`src/rtl/rule_cfg_bridge.sv`:
```
// Host-to-rule-table configuration bridge: parses header+data messages from a
// valid/ready word stream and issues addressed rule writes with done/err status.
module rule_cfg_bridge #(
    parameter logic [7:0] MAGIC = 8'hA5
) (
    input  logic        i_clk,
    input  logic        i_rst_n,
    input  logic        i_cfg_valid,
    input  logic [31:0] i_cfg_data,
    input  logic        i_cfg_last,
    output logic        o_cfg_ready,
    output logic        o_rule_wren,
    output logic [31:0] o_rule_wdata,
    output logic [31:0] o_rule_addr,
    output logic        o_done,
    output logic        o_err,
    output logic [15:0] o_wr_cnt
);

    typedef enum logic [1:0] {IDLE, DATA, DRAIN} state_t;

    state_t      state_q, state_d;
    logic [7:0]  k_q, k_d, n_q, n_d;
    logic [15:0] b_q, b_d;
    logic        ready_q;
    logic        wren_q, wren_d, done_q, done_d, err_q, err_d;
    logic [31:0] wdata_q, wdata_d;
    logic [15:0] addr_q, addr_d;
    logic [15:0] cnt_q, cnt_d;
    logic        acc, hdr_ok, last_word;

    assign acc       = i_cfg_valid & ready_q;
    assign hdr_ok    = (i_cfg_data[31:24] == MAGIC) && (i_cfg_data[23:16] != 8'd0) && !i_cfg_last;
    assign last_word = (k_q == 8'(n_q - 8'd1));

    always_comb begin
        state_d = state_q;
        k_d     = k_q;
        n_d     = n_q;
        b_d     = b_q;
        wren_d  = 1'b0;
        done_d  = 1'b0;
        err_d   = 1'b0;
        wdata_d = wdata_q;
        addr_d  = addr_q;
        case (state_q)
            IDLE: if (acc) begin
                if (hdr_ok) begin
                    n_d     = i_cfg_data[23:16];
                    b_d     = i_cfg_data[15:0];
                    k_d     = 8'd0;
                    state_d = DATA;
                end else begin
                    err_d   = 1'b1;
                    state_d = i_cfg_last ? IDLE : DRAIN;
                end
            end
            DATA: if (acc) begin
                wren_d  = 1'b1;
                wdata_d = i_cfg_data;
                // 16-bit sum wraps naturally past 16'hFFFF
                addr_d  = b_q + {8'h00, k_q};
                k_d     = k_q + 8'd1;
                if (last_word) begin
                    done_d  = i_cfg_last;
                    err_d   = !i_cfg_last;
                    state_d = i_cfg_last ? IDLE : DRAIN;
                end else if (i_cfg_last) begin
                    err_d   = 1'b1;
                    state_d = IDLE;
                end
            end
            DRAIN: if (acc && i_cfg_last) state_d = IDLE;
            default: state_d = IDLE;
        endcase
        cnt_d = (wren_d && cnt_q != 16'hFFFF) ? cnt_q + 16'd1 : cnt_q;
    end

    always_ff @(posedge i_clk or negedge i_rst_n) begin
        if (!i_rst_n) begin
            state_q <= IDLE;
            k_q     <= '0;
            n_q     <= '0;
            b_q     <= '0;
            ready_q <= 1'b0;
            wren_q  <= 1'b0;
            done_q  <= 1'b0;
            err_q   <= 1'b0;
            wdata_q <= '0;
            addr_q  <= '0;
            cnt_q   <= '0;
        end else begin
            state_q <= state_d;
            k_q     <= k_d;
            n_q     <= n_d;
            b_q     <= b_d;
            ready_q <= 1'b1;
            wren_q  <= wren_d;
            done_q  <= done_d;
            err_q   <= err_d;
            wdata_q <= wdata_d;
            addr_q  <= addr_d;
            cnt_q   <= cnt_d;
        end
    end

    assign o_cfg_ready  = ready_q;
    assign o_rule_wren  = wren_q;
    assign o_rule_wdata = wdata_q;
    assign o_rule_addr  = {16'h0000, addr_q};
    assign o_done       = done_q;
    assign o_err        = err_q;
    assign o_wr_cnt     = cnt_q;

endmodule

```
`config.mk`:
```
export PLATFORM = sky130hd
export DESIGN_NAME = rule_cfg_bridge
export DESIGN_NICKNAME = d
export VERILOG_FILES = /design/src/rtl/rule_cfg_bridge.sv
export SDC_FILE = /design/constraint.sdc
export NUM_CORES = 1
export LEC_CHECK = 0
export BUFFER_PORTS_ARGS = -buffer_cell sky130_fd_sc_hd__buf_2
export CORE_MARGIN = 3
export CORE_UTILIZATION = 58
export CTS_CLUSTER_DIAMETER = 60
export CTS_CLUSTER_SIZE = 20
export DETAILED_ROUTE_END_ITERATION = 6
export PLACE_DENSITY = 0.92
export RECOVER_POWER = 50
export SLEW_MARGIN = 10
export SYNTH_ARGS = -nofsm -noshare
export SYNTH_HDL_FRONTEND = slang
export SYNTH_SLANG_ARGS = --single-unit
```
`constraint.sdc`:
```
create_clock -name i_clk -period 4.7 [get_ports i_clk]
set_clock_uncertainty 0.15 [all_clocks]
set_input_delay 0.47 -clock i_clk [delete_from_list [all_inputs] [get_ports i_clk]]
set_output_delay 0.47 -clock i_clk [all_outputs]
set_load 0.05 [all_outputs]
```
==> Word-level counts from Yosys, hierarchy flattened <==
Cells that the tools add are included.
{ "word_totals": {"ff_bits": 102, "input_bits": 36, "output_inout_bits": 84, "elab_cells": 61} }
{ "classes": {"add_sub_neg": 4, "eq_ne": 10, "n_mux": 23, "n_bitwise": 1, "reduce_logical": 12} }
{ "op_table": {"columns": ["operator", "n"], "rows": [
  ["8-bit 2-to-1 mux", 3],
  ["16-bit by 1-bit adder with 16-bit output (second input constant)", 1],
  ["16-bit by 8-bit adder with 16-bit output", 1],
  ["16-bit != test (second input constant)", 1],
  ["8-bit case mux with 2 select lines", 1],
  ["2-bit 2-to-1 mux", 7],
  ["1-bit 2-to-1 mux", 10],
  ["8-bit by 1-bit adder with 8-bit output (second input constant)", 1],
  ["8-bit equality test", 1],
  ["8-bit equality test (second input constant)", 1],
  ["2-bit != test (second input constant)", 4],
  ["4-bit AND reduction", 2],
  ["8-bit nonzero test", 1],
  ["8-bit by 1-bit subtractor with 8-bit output (second input constant)", 1],
  ["2-bit case mux with 3 select lines", 1],
  ["1-bit logical AND", 4],
  ["3-bit != test (second input constant)", 1],
  ["3-bit AND reduction", 1],
  ["2-bit by 1-bit equality test with 1-bit output (second input constant)", 1],
  ["2-bit equality test (second input constant)", 1],
  ["2-bit logical NOT", 1],
  ["1-bit case mux with 2 select lines", 1],
  ["2-bit AND reduction", 1],
  ["2-bit nonzero test", 1],
  ["other kinds (2)", 2]
]} }

==> Logic depth before layout (Yosys ltp) <==
Gate-level depths: netlist of the first run.
{ "logic_depth": {"depth_word": 6, "depth_mapped": 10, "depth_no_buf": 10} }

==> Least setup slack after synthesis of the first run <==
Ideal clock, no wire load.
{ "synth_timing": {"kind": "reg-to-reg", "startpoint": "reg n_q[2]", "endpoint": "reg err_q (netlist: o_err)", "setup_time_ns": 0.125, "t_arrival_ns": 2.089, "t_required_ns": 4.425, "slack_ns": 2.336, "path_stages_with_launch": 10, "path_buffers": 0, "synth_period_minus_slack_ns": 2.364, "cell_sequence": "dfrtp_1 nor3_4 nand2_1 o311ai_1 nor2_1 a2111oi_2 nand2_1 ha_1 inv_1 a2111oi_0"} }
{ "synth_via": {"elab_chain_len": 5} }
{ "synth_rtl": {"columns": ["item", "line", "rtl"], "rows": [
  ["from (decl)", "23", "logic [7:0] k_q, k_d, n_q, n_d;"],
  ["from (signal assigned)", "95", "n_q <= n_d;"],
  ["8-bit by 1-bit subtractor with 8-bit output", "34", "assign last_word = (k_q == 8'(n_q - 8'd1));"],
  ["8-bit equality test", "34", null],
  ["1-bit 2-to-1 mux", "64", "if (last_word) begin"],
  ["1-bit 2-to-1 mux", "58", "DATA: if (acc) begin"],
  ["1-bit case mux with 2 select lines", "46", "case (state_q)"],
  ["via err_d", "26", "logic wren_q, wren_d, done_q, done_d, err_q, err_d;"],
  ["to (signal assigned)", "100", "err_q <= err_d;"],
  ["to (decl)", "26", null]
]} }
The timed path passes the listed nets, and every way through them passes these cells.
A chain may end at the register's enable or synchronous reset.

==> results.txt, run 1 <==
* Total setup buffers inserted after CTS: 0
- Outcome: complete, but fails checks
- The H-tree was split into 3 levels.
* Power per cell area: 280.5 nW/um2
* Root buffer cell: clkbuf_8
- Worst Hold Launch: i_cfg_data[12]
- DRC violation count after routing: 0
- Maximum resistive drop on vdd: 162.9 uV
* Period utilization: 0.6336
- Async set or reset register ratio after synthesis: 1.000
- Tmin final: around 3.0 ns
- For this block, the initial DRC count from the detailed router was about 270.
* Worst slew pin tran: approximately 3 ns
- DRT Wirelength: between 10 and 15 mm
- Buffers inserted during clock tree synthesis total 9.
- The clock net in this run drives a total of just over 100 sinks.
* Largest net degree at the start of global routing: 70
- The slowest stage of the critical path is the clkbuf_1 cell.
- Worst-path clk slew: 0.11 ns
- Fraction of layout instances using a drive strength above 1: 0.1541
- CP Capture Type: async pin
* Violated checks: max-capacitance violations, max-slew violations
- In this run the count of I/O pins placed on the die edge is 120.
- In the global route stage, overall resource usage came out at 0.2297.
- OpenSTA, run right after detailed placement, puts the worst setup slack at about 1.9 ns.
* Fin. Hold Viols: 0
- Hold is met by between 0.1 and 0.15 ns.
- The first detailed-routing pass took 6 iterations.
- For this run, the share of the core covered by cells in the final layout is 0.7040.
- In this run, post-CTS hold repair placed 0 buffers.
- Yosys cell types: 51
- For the worst flop-to-flop path, the logic depth is 9.
- Mean instance size in the synthesized netlist: slightly above 9 um2
* Pleak: between 2 and 3 nW
* Mapped Cells: roughly 540
* Worst Setup SP: i_rst_n
- Type of element launching the critical path: input port
- Summed over all layers, the global routing overflow is 0.
* Wire length of the first global-routing pass: between 15 and 20 mm
* Via count: roughly 4000
- Setup slack on the worst reg-to-reg path comes out at 1.85 ns.
- Counting flops and latches in the post-synthesis netlist gives just over 100.
- Initial core utilization: 0.6184
- R2r endpoint: o_err
* Setup CP Type: in2async
- Last weighted congestion value of the routability-driven placer: 0.8219
* Sequential area share after synthesis: 0.5180
* Filler cell count in the final layout: between 600 and 700
- The Yosys step of the flow raised 0 warnings.
- Max Transition Viols Final: about 60
- The number of antenna violations at the first check in global routing came to 0.
- Data on the critical path is required at its endpoint by ~5.0 ns.
* Antenna diode count: 0
* Clock latency on the worst-skew pair: between 0.3 and 0.4 ns
- Die Footprint: between 9000 and 10000 um2
- Horiz. Die Dim: ~98 um
- Along the worst path, the maximum fanout reaches between 50 and 60.
- Placeable core region: ~8000 um2
- The worst pin sits at a relative slew slack of -0.9451.
- Port buffer count: approximately 100
* Main synth FF type: dfrtp_1
- In the routed layout, each cell is associated on average with a via count of between 5 and 6.
- Data arrival time of the critical path: 3.31 ns
- Broken down by cell family, the worst path's largest delay share belongs to buffers and inverters.
- The floorplan has 32 rows.
- The via count of the first global-routing pass came to between 4000 and 5000.
- Number of nets still failing antenna checks after routing: 0
* CP Cell Sequence: clkbuf_1 > buf_4
* Max clock buf depth: 2
- Achievable Freq: between 300 and 400 MHz
- Worst setup path endpoint: addr_q[7]
- EDFF count, synth: 0
- Setup total negative slack on the finished layout was measured at 0 ns.
- On the worst path, the slowest cell contributes a delay of ~2.0 ns.
- Largest cells by area after synthesis: dfrtp_1 (52%), nand2_1 (14%), xnor2_1 (4.1%), xor2_1 (3.4%), ha_1 (3.0%)
* Crit path setup slack, layout: ~1.7 ns
* Area of the mapped netlist: 4927 um2
* Count of final setup violators: 0
- RSZ-0062 raised after global routing: false
- Reported max-cap violation count: 1
* Cell with the most instances after synthesis: nand2_1
- In this run, post-CTS repair resized a total of 0 instances.
* WP buf/inv: 2
- Relative to the synthesized area, the layout overhead comes to 13.84%.
* Min-Delay Path Class: in2reg
* Placed cells: 722
- Top cell type's share of synthesized area: 0.5180
* Hold depth: 3
* Non-filler instance count after layout: 738
- The HPWL after detailed placement is approximately 7.7 mm.
* R2r startpoint: n_q[2]
- Die extent in y: 98.17 um
* Wire length per cell: about 15 um
- CTS tree: yes
- Logic depth of the worst path, buffers included: 2
- Commonest cells in the synthesized netlist: nand2_1 (190), dfrtp_1 (102), o21ai_0 (25), xnor2_1 (23), nand3_1 (20)
- Post-layout nets: between 600 and 700
* Area leader, netlist: dfrtp_1
## kinds of logic after synthesis
family | share of synthesized area
and+or+nand+nor | 0.2504
DFF | 0.5180
AOI/OAI and AO/OA | 0.06476
buffers and inverters | 0.04952
xor gates and xnor gates | 0.07466
adders and majority gates | 0.03453
muxes | 0.006602
other | 0.001524
## metal layers
| metal | up-vias | routed length (um) | GRT usage |
|---|---|---|---|
| met4 | 0 | 206 | 0.08298 |
| met5 | - | 0 | 0 |
| met3 | 25 | 704 | 0.05214 |
| met1 | 1865 | 4634 | 0.2952 |
| met2 | 143 | 5189 | 0.3832 |
| li1 | 1926 | - | - |
## cell usage in the layout (no fill, tap or decap), types with 2 or more instances in the layout
cell	netlist	routed
and4_1	3	3
nand4_1	8	8
nor3_4	1	2
and2_1	2	2
nor4bb_1	2	2
xnor2_1	23	23
or3_1	3	3
inv_1	11	11
buf_4	17	2
clkbuf_1	9	34
clkinv_4	0	2
xor2_1	19	19
ha_1	12	12
dfrtp_1	102	102
a211oi_1	6	6
mux2_2	2	2
nor4_1	4	4
and3_1	6	6
nor3_1	10	10
clkbuf_8	0	9
o21ai_0	25	25
clkinvlp_4	0	2
a31o_2	2	2
conb_1	2	17
nand3_1	20	20
nor2_1	18	18
nand2_1	190	190
a21oi_1	5	5
buf_2	6	69
## state kept, by name, indices dropped and copies added, names as in the netlist
register / cells
b_q: 16
o_rule_wren: 1
o_err: 1
k_q: 8
n_q: 8
o_cfg_ready: 1
state_q: 2
o_wr_cnt: 16
addr_q: 16
o_rule_wdata: 32
o_done: 1
## worst min-delay path by stage
stage               slack [ns]          endpoint
detailed placement        0.31  o_rule_wdata[13]
global route              0.13           b_q[12]
finish                    0.14           b_q[12]
floorplan                 0.02         addr_q[0]
global placement          0.31   o_rule_wdata[4]
CTS                      0.004       o_wr_cnt[9]
## metrics by stage
step	total power, mW	area, um2
6_report	1.574	5609
3_5_place_dp	1.013	5448
3_3_place_gp	1.010	5448
4_1_cts	1.579	5654
2_1_floorplan	0.9762	4984
5_1_grt	1.636	5609
## power breakdown
part	leakage, nW	switching, mW	internal, mW	total (mW)
combinational	1.51	0.0784	0.0244	0.103
sequential	1.39	0.00814	0.884	0.892
clock	0.0980	0.325	0.254	0.579
## cell type report
cell class	count	area, um2	area share
tap	102	127.6	0.02275
timing repair buffer	105	488.0	0.08700
multi-input combinational	402	2193	0.3910
clock inverter	7	82.58	0.01472
clock buffer	9	123.9	0.02208
inverter	11	41.29	0.007361
sequential	102	2552	0.4551
Note: power is estimated with default switching activity, not from simulation.
==> run 2: changes to the inputs <==
ABC_AREA = 1   (was default)
CORE_UTILIZATION = 49   (was 58)
PLACE_DENSITY = 0.82   (was 0.92)
clock period = 2.6 ns   (was 4.7 ns; I/O delays follow)
==> results.txt, run 2 <==
* Standard-cell rows: 37 (+16%)
* Clock latency on the worst-skew pair: 0.37 ns (about the same)
- The number of clock sinks seen by CTS is 102 (unchanged).
- CP Capture Type: flop
- Root buffer cell: clkbuf_8
- The number of antenna violations at the first check in global routing is 0 (unchanged).
- The final wirelength is 11.48 mm (+6.9%).
- Count of TritonRoute iterations in the first routing pass: 5 (-1)
- After layout, the minimum clock period comes to about 2.3 ns.
- Dominant cell type by count on the critical path: nand2_1
- The first-pass GRT wire length came to 19.22 mm (+4.7%).
* Share of the synthesized netlist area taken by xor and xnor gates: 0.05336 (-0.02130)
- Of the available clock period, the critical path in the final layout requires 0.9016.
- The arithmetic-cell share of the synthesized area counting full adders, half adders and majority gates came to 0.03240 (-0.002139).
- Commonest cells after routing, fill and taps aside: nand2_1 (178), dfrtp_1 (102), inv_1 (73)
- Largest cells by area after synthesis: dfrtp_1 (49%), nand2_1 (13%), inv_1 (5.2%), o21ai_1 (4.9%), xor2_1 (3.5%)
- The count of pins on the block boundary came to 120 (unchanged).
- Cell with the most instances after synthesis: nand2_1
* Fin Hold WS: 0.01652 ns (-0.1259 ns)
- The most critical setup path has its startpoint at n_q[0].
* R2r endpoint: state_q[1]
- The post-detailed-route via-to-cell ratio came to 4.991 (-7.0%).
* Violation count after the first detailed-route iteration: 305 (+14%)
- EDFF count, synth: 0 (unchanged)
- The post-synthesis cell area is 5253 um2 (+6.6%).
- The core area was 10370 um2 (+30%).
- Filler cell count in the final layout: 916 (+40%)
- Traced cell by cell, the critical path runs through inv_1 > ha_1 > nand2_1 > nor2_1 > nand2_1 > nand2_1 > nand3_1 > nor2_1 > nand2_1 > ha_1 > o21ai_0 > o211a_1 > nand3_1 > nand2_1.
* Mean instance size in the synthesized netlist: 8.324 um2 (-9.6%)
* Antenna diode count: 0 (unchanged)
- In this run the critical register-to-register path is launched from n_q[0].
- The final number of hold-violating endpoints is 0 (unchanged).
- The final non-filler cell area was 6153 um2 (+9.7%).
- Area leader, netlist: dfrtp_1
- The worst setup path is launched from a flop.
- The overall power of the completed layout is 2.917 mW (+85%).
- CTS buffer count: 9 (unchanged)
- Data required, critical path: 2.76 ns (-2.27 ns)
- Worst slew pin tran: 1.268 ns (-1.650 ns)
- Yosys cell types: 40 (-22%)
- The final setup TNS was 0 ns (unchanged).
- Mux cell area share after synthesis: 0 (-0.006602)
* Layout overhead on the synthesized area: 17.15%
- Async set or reset register ratio after synthesis: 1.000 (unchanged)
* Sum of net half-perimeters after detailed placement: 8.477 mm (+10%)
- The synthesis-stage register bit count is 102 (unchanged).
- The final net count came to 799 (+18%).
* Setup CP Type: reg2reg
* Port buffer count: 103 (unchanged)
- The min-delay analysis places its worst path in the category in2reg.
- The chip width was 109.5 um (+12%).
- TritonCTS built the clock tree.
- The floorplan die area is 12000 um2 (+24%).
* Max clock buf depth: 2 (unchanged)
- Wire length per cell: 12.88 um (-11%)
- The cell leakage power is 3.300 nW (+10%).
- The run finished with clean final reports.
* Compound-cell area share of the yosys netlist: 0.08218 (+0.01743)
- Commonest cells in the synthesized netlist: nand2_1 (178), dfrtp_1 (102), inv_1 (73), o21ai_1 (51), nand3_1 (35)
* Last weighted congestion value of the routability-driven placer: 0.8700 (+5.9%)
- The starting density of the core is 0.5065 (-0.1119).
- The overall overflow remaining after global route was 0 (unchanged).
- The worst supply voltage drop on vdd was 348.8 uV (+110%).
* Reported max-cap violation count: 0 (-1)
- Data arrival time of the critical path: 2.50 ns (-0.81 ns)
- The share of the yosys chip area belonging to registers is 0.4859 (-0.03208).
- Overall global routing resource usage: 0.2004 (-0.02931)
- The final core area utilization came to 0.5934 (-0.1106).
- Count of final setup violators: 0 (unchanged)
- Via count: 4447 (+12%)
* Most common library cell in the layout ignoring fill and taps: nand2_1
- Dominant combinational cell family by area after synthesis: simple AND/OR/NAND/NOR gates
* Worst setup path endpoint: state_q[1]
- The worst setup slack for register-to-register paths was 0.26 ns (-1.59 ns).
* Remaining max-slew budget at the tightest pin: 0.1547 (+1.100)
- Setup repair after global routing left no endpoint under its margin.
- Simple-gate share of the synthesized area: 0.2418 (-0.008599)
- The height of the die was 109.5 um (+12%).
- Largest net degree at the start of global routing: 53 (-24%)
* Maximum level of the CTS H-tree: 3 (unchanged)
- Cell with the biggest individual delay on the critical path: dfrtp_1
* Top cell type's share of synthesized area: 0.4859 (-0.03208)
- Flip-flop count of the largest register, all copies and words added: 32 (unchanged)
- Power per cell area: 474.1 nW/um2 (+69%)
* Max Transition Viols Final: 0 (-100%)
- The clock transition at the register clock pins on the worst setup and hold paths after CTS came to 0.11 ns (about the same).
* Main synth FF type: dfrtp_1
- Mapped Cells: 631 (+18%)
- Number of nets still failing antenna checks after routing: 0 (unchanged)
* Fraction of layout instances using a drive strength above 1: 0.1470 (-0.007068)
* Maximum single-stage delay on the critical path: 0.44 ns (-1.58 ns)
* Number of global-route vias before repair: 4178 (+2.3%)
- The number of warning messages in the yosys log came to 0 (unchanged).
* Achievable Freq: 426.6 MHz
- The residual DRC count is 0 (unchanged).
- The instance area after placement was 5807 um2 (+6.6%).
- Worst-case reg-to-reg path depth: 14 (+5)
- Worst-path fanout max: 5 (-91%)
-- run 2: cell type report --
| type | instances | area (um2) | area share |
|---|---|---|---|
| clock buffer | 9 | 123.9 | 0.02013 |
| clock inverter | 7 | 65.06 | 0.01057 |
| inverter | 78 | 295.3 | 0.04799 |
| multi-input combinational | 432 | 2216 | 0.3601 |
| sequential | 102 | 2552 | 0.4148 |
| tap | 136 | 170.2 | 0.02765 |
| timing repair buffer | 127 | 730.7 | 0.1187 |
-- run 2: critical path, delay by kind of cell, from the launching register on --
family / cells / cell delay (ns)
and+or+nand+nor: 9 / 0.74
DFF: 1 / 0.44
AOI/OAI and AO/OA: 2 / 0.42
adders and majority gates: 2 / 0.41
buffers and inverters: 1 / 0.12
-- run 2: worst min path at each step --
stage | start | to | slack, ns | cells after the start
floorplan | i_rst_n | addr_q[0] | -0.19 | 0
detailed placement | i_rst_n | o_wr_cnt[1] | 0.18 | 1
CTS | i_cfg_data[15] | b_q[15] | 0.001 | 3
global placement | i_rst_n | o_wr_cnt[0] | 0.17 | 1
finish | i_cfg_data[13] | o_rule_wdata[13] | 0.02 | 3
global route | i_cfg_data[13] | b_q[13] | 0.006 | 3
-- run 2: metal layers --
metal | wire, um | GRT usage | vias to the layer above
met1 | 5449 | 0.2812 | 2068
met4 | 158 | 0.06857 | 0
li1 | - | - | 2215
met2 | 5216 | 0.3091 | 148
met5 | 0 | 0 | -
met3 | 651 | 0.04345 | 16
-- run 2: stage by stage --
step / setup WS, ns / std cells
detailed placement: 0.3192 / 855
CTS: 0.2908 / 891
finish: 0.2560 / 891
global placement: 0.4347 / 855
floorplan: 0.5385 / 646
global route: 0.05106 / 891
-- run 2: where the power goes --
part           total (mW)  switching, mW  internal (mW)
clock network       0.969          0.597          0.372
logic               0.312          0.212          0.100
registers            1.64         0.0268           1.61
total                2.92          0.835           2.08
-- run 2: repair_timing --
action / 4_1_cts / 5_1_grt
hold buffers: 20 / 0
endpoints found under the hold margin: 76 / 0
gates resized for setup: 0 / 0
setup buffers: 0 / 0
setup endpoints to repair: 0 / 0
-- run 2: logic make-up after synthesis --
kind of cell,Yosys count
AND/OR/NAND/NOR,289
buffers and inverters,112
adder cells (fa/ha/maj),13
other,2
XOR/XNOR,32
AO/OA/AOI/OAI,81
flip-flops,102
==> run 3: changes to the inputs <==
RECOVER_POWER = 100   (was 50)
==> results.txt, run 3 (same netlist as run 2, synthesis figures left out) <==
- Outcome: completed
- Via count: 4460 (+0.29%)
* Wire length of the first global-routing pass: 19.22 mm (unchanged)
- The max-slew violation count was 0 (unchanged).
- Post-detailed-placement cell area: 5807 um2 (unchanged)
- Worst slew pin tran: 1.277 ns (+0.008856 ns)
- The arrival time at the worst endpoint came to 2.49 ns (about the same).
- Total clock sinks: 102 (unchanged)
- Power per cell area: 480.7 nW/um2 (+1.4%)
- Aggregate negative setup slack: 0 ns (unchanged)
- The final setup violation count came to 0 (unchanged).
* Worst-path clk slew: 0.11 ns (about the same)
- Pleak: 3.134 nW (-5.0%)
- The worst supply voltage drop on vdd is 344.7 uV (-1.2%).
* Data required, critical path: 2.70 ns (-0.06 ns)
- Sum of net half-perimeters after detailed placement: 8.477 mm (unchanged)
- The residual antenna-violating net count after detailed routing is 0 (unchanged).
- Root buffer cell: clkbuf_8
- The filler cell count was 960 (+4.8%).
- TritonCTS built the clock tree.
* Remaining global-route overflow: 0 (unchanged)
* Fin. Hold Viols: 0 (unchanged)
- The number of core rows came to 37 (unchanged).
- The flip-flop count of the largest register, all copies and words added was 32 (unchanged).
- The maximum clock rate was 417.9 MHz (-2.0%).
- The number of buffers created by CTS is 9 (unchanged).
- Overall global routing resource usage: 0.2004 (unchanged)
- RSZ-0062 raised after global routing: false
* Die extent in y: 109.5 um (unchanged)
* Post-place setup slack: 0.3192 ns (unchanged)
* Post-route standard cell area excluding fillers: 6045 um2 (-1.8%)
- The number of violations of the max-capacitance limit came to 0 (unchanged).
- Crit path setup slack, layout: 0.2071 ns (-0.04887 ns)
- The number of instances in the placed design is 855 (unchanged).
- The latest clock arrival within the worst-skew pair came to 0.37 ns (about the same).
- The number of antenna violations at the first check in global routing was 0 (unchanged).
- The number of DRC violations after detailed-routing iteration 0 is 312 (+2.3%).
* Resize count post-CTS: 0 (unchanged)
- The count of pins on the block boundary was 120 (unchanged).
- The maximum number of pins on one net before global-route repair was 53 (unchanged).
- The number of buffers inserted by post-CTS setup repair came to 0 (unchanged).
- Non-filler instance count after layout: 891 (unchanged)
- The ratio of cells with drive above 1 in the final layout is 0.08477 (-0.06225).
- Wire length per cell: 12.92 um (+0.33%)
- The first-pass iteration count of the detailed router was 7 (+2).
* Port buffer count: 103 (unchanged)
* Type of element launching the critical path: input port
- Antenna diode count: 0 (unchanged)
- Min-Delay Path Class: in2reg
- The top cell types in the final layout, fill and taps aside, are nand2_1 (181), dfrtp_1 (102), inv_1 (74).
- The maximum clock insertion buffer count was 2 (unchanged).
* Vias per cell: 5.006 (+0.29%)
- Initial core utilization: 0.5065 (unchanged)
- The minimum clock period was 2.393 ns (+0.04887 ns).
- DRT Wirelength: 11.51 mm (+0.33%)
* Period utilization: 0.9203 (+0.01880)
- The core area came to 10370 um2 (unchanged).
- The via count of the first global-routing pass was 4178 (unchanged).
* Setup CP Type: in2reg
- The final net count came to 799 (unchanged).
- The floorplan die area is 12000 um2 (unchanged).
* Maximum level of the CTS H-tree: 3 (unchanged)
- The chip width was 109.5 um (unchanged).
- Worst-path fanout max: 36 (+31)
* Layout overhead on the synthesized area: 15.08%
- The final estimated routing congestion in global placement is 0.8700 (unchanged).
* CP Capture Type: flop
- The residual DRC count was 0 (unchanged).
- Leaving out fill and tap cells, the most frequent cell in the layout is nand2_1.
* Remaining max-slew budget at the tightest pin: 0.1488 (-0.005904)
==> run 3: area by class of cell <==
| type | instances | area, um2 | share of cell area |
|---|---|---|---|
| Sequential cell | 102 | 2552 | 0.4223 |
| Multi-Input combinational cell | 432 | 2170 | 0.3589 |
| Timing Repair Buffer | 127 | 668.1 | 0.1105 |
| Inverter | 78 | 295.3 | 0.04885 |
| Tap cell | 136 | 170.2 | 0.02815 |
| Clock buffer | 9 | 123.9 | 0.02049 |
| Clock inverter | 7 | 65.06 | 0.01076 |
==> run 3: repair_timing <==
item | in CTS | in global routing
hold buffers | 20 | 0
endpoints found under the setup margin | 0 | 0
hold endpoints to repair | 76 | 0
==> run 3: worst paths after layout <==
| path | slack [ns] | startpoint | end | cells past startpoint |
|---|---|---|---|---|
| max | 0.21 | i_cfg_data[25] | b_q[13] | 9 |
| min | 0.02 | i_cfg_data[15] | b_q[15] | 3 |
| max reg2reg | 0.25 | state_q[1] | o_wr_cnt[8] | 7 |
| min reg2reg | 0.33 | o_rule_wdata[24] | o_rule_wdata[24] | 2 |
| max in group asynchronous | 0.88 | i_rst_n | n_q[0] | 3 |
| min in group asynchronous | 0.55 | i_rst_n | o_wr_cnt[5] | 2 |
==> run 3: where the power goes <==
group          switching (mW)  internal (mW)
Clock                   0.595          0.372
Combinational           0.208         0.0988
Sequential             0.0228           1.61
==> run 3: critical path, stage by stage <==
cell	delay, ns
dlygate4sd3_1	0.54
buf_2	0.12
inv_1	0.06
nand4_1	0.15
nor3_1	0.29
nand4_2	0.42
clkbuf_4	0.45
nand2_1	0.11
o21ai_0	0.09
==> run 3: routing by layer <==
metal,global-route usage,part of all wire
met2,0.3091,0.45
met5,0,0
met3,0.04345,0.063
met1,0.2812,0.47
met4,0.06857,0.015
==> run 3: per-stage QoR <==
step / hold slack, ns / util / power [mW]
2_1_floorplan: -0.1856 / - / 1.873
3_3_place_gp: 0.1698 / 0.5600 / 1.946
3_5_place_dp: 0.1805 / 0.5600 / 1.956
4_1_cts: 0.001223 / 0.5975 / 2.948
5_1_grt: 0.01415 / 0.5829 / 3.036
6_report: 0.02043 / 0.5829 / 2.906
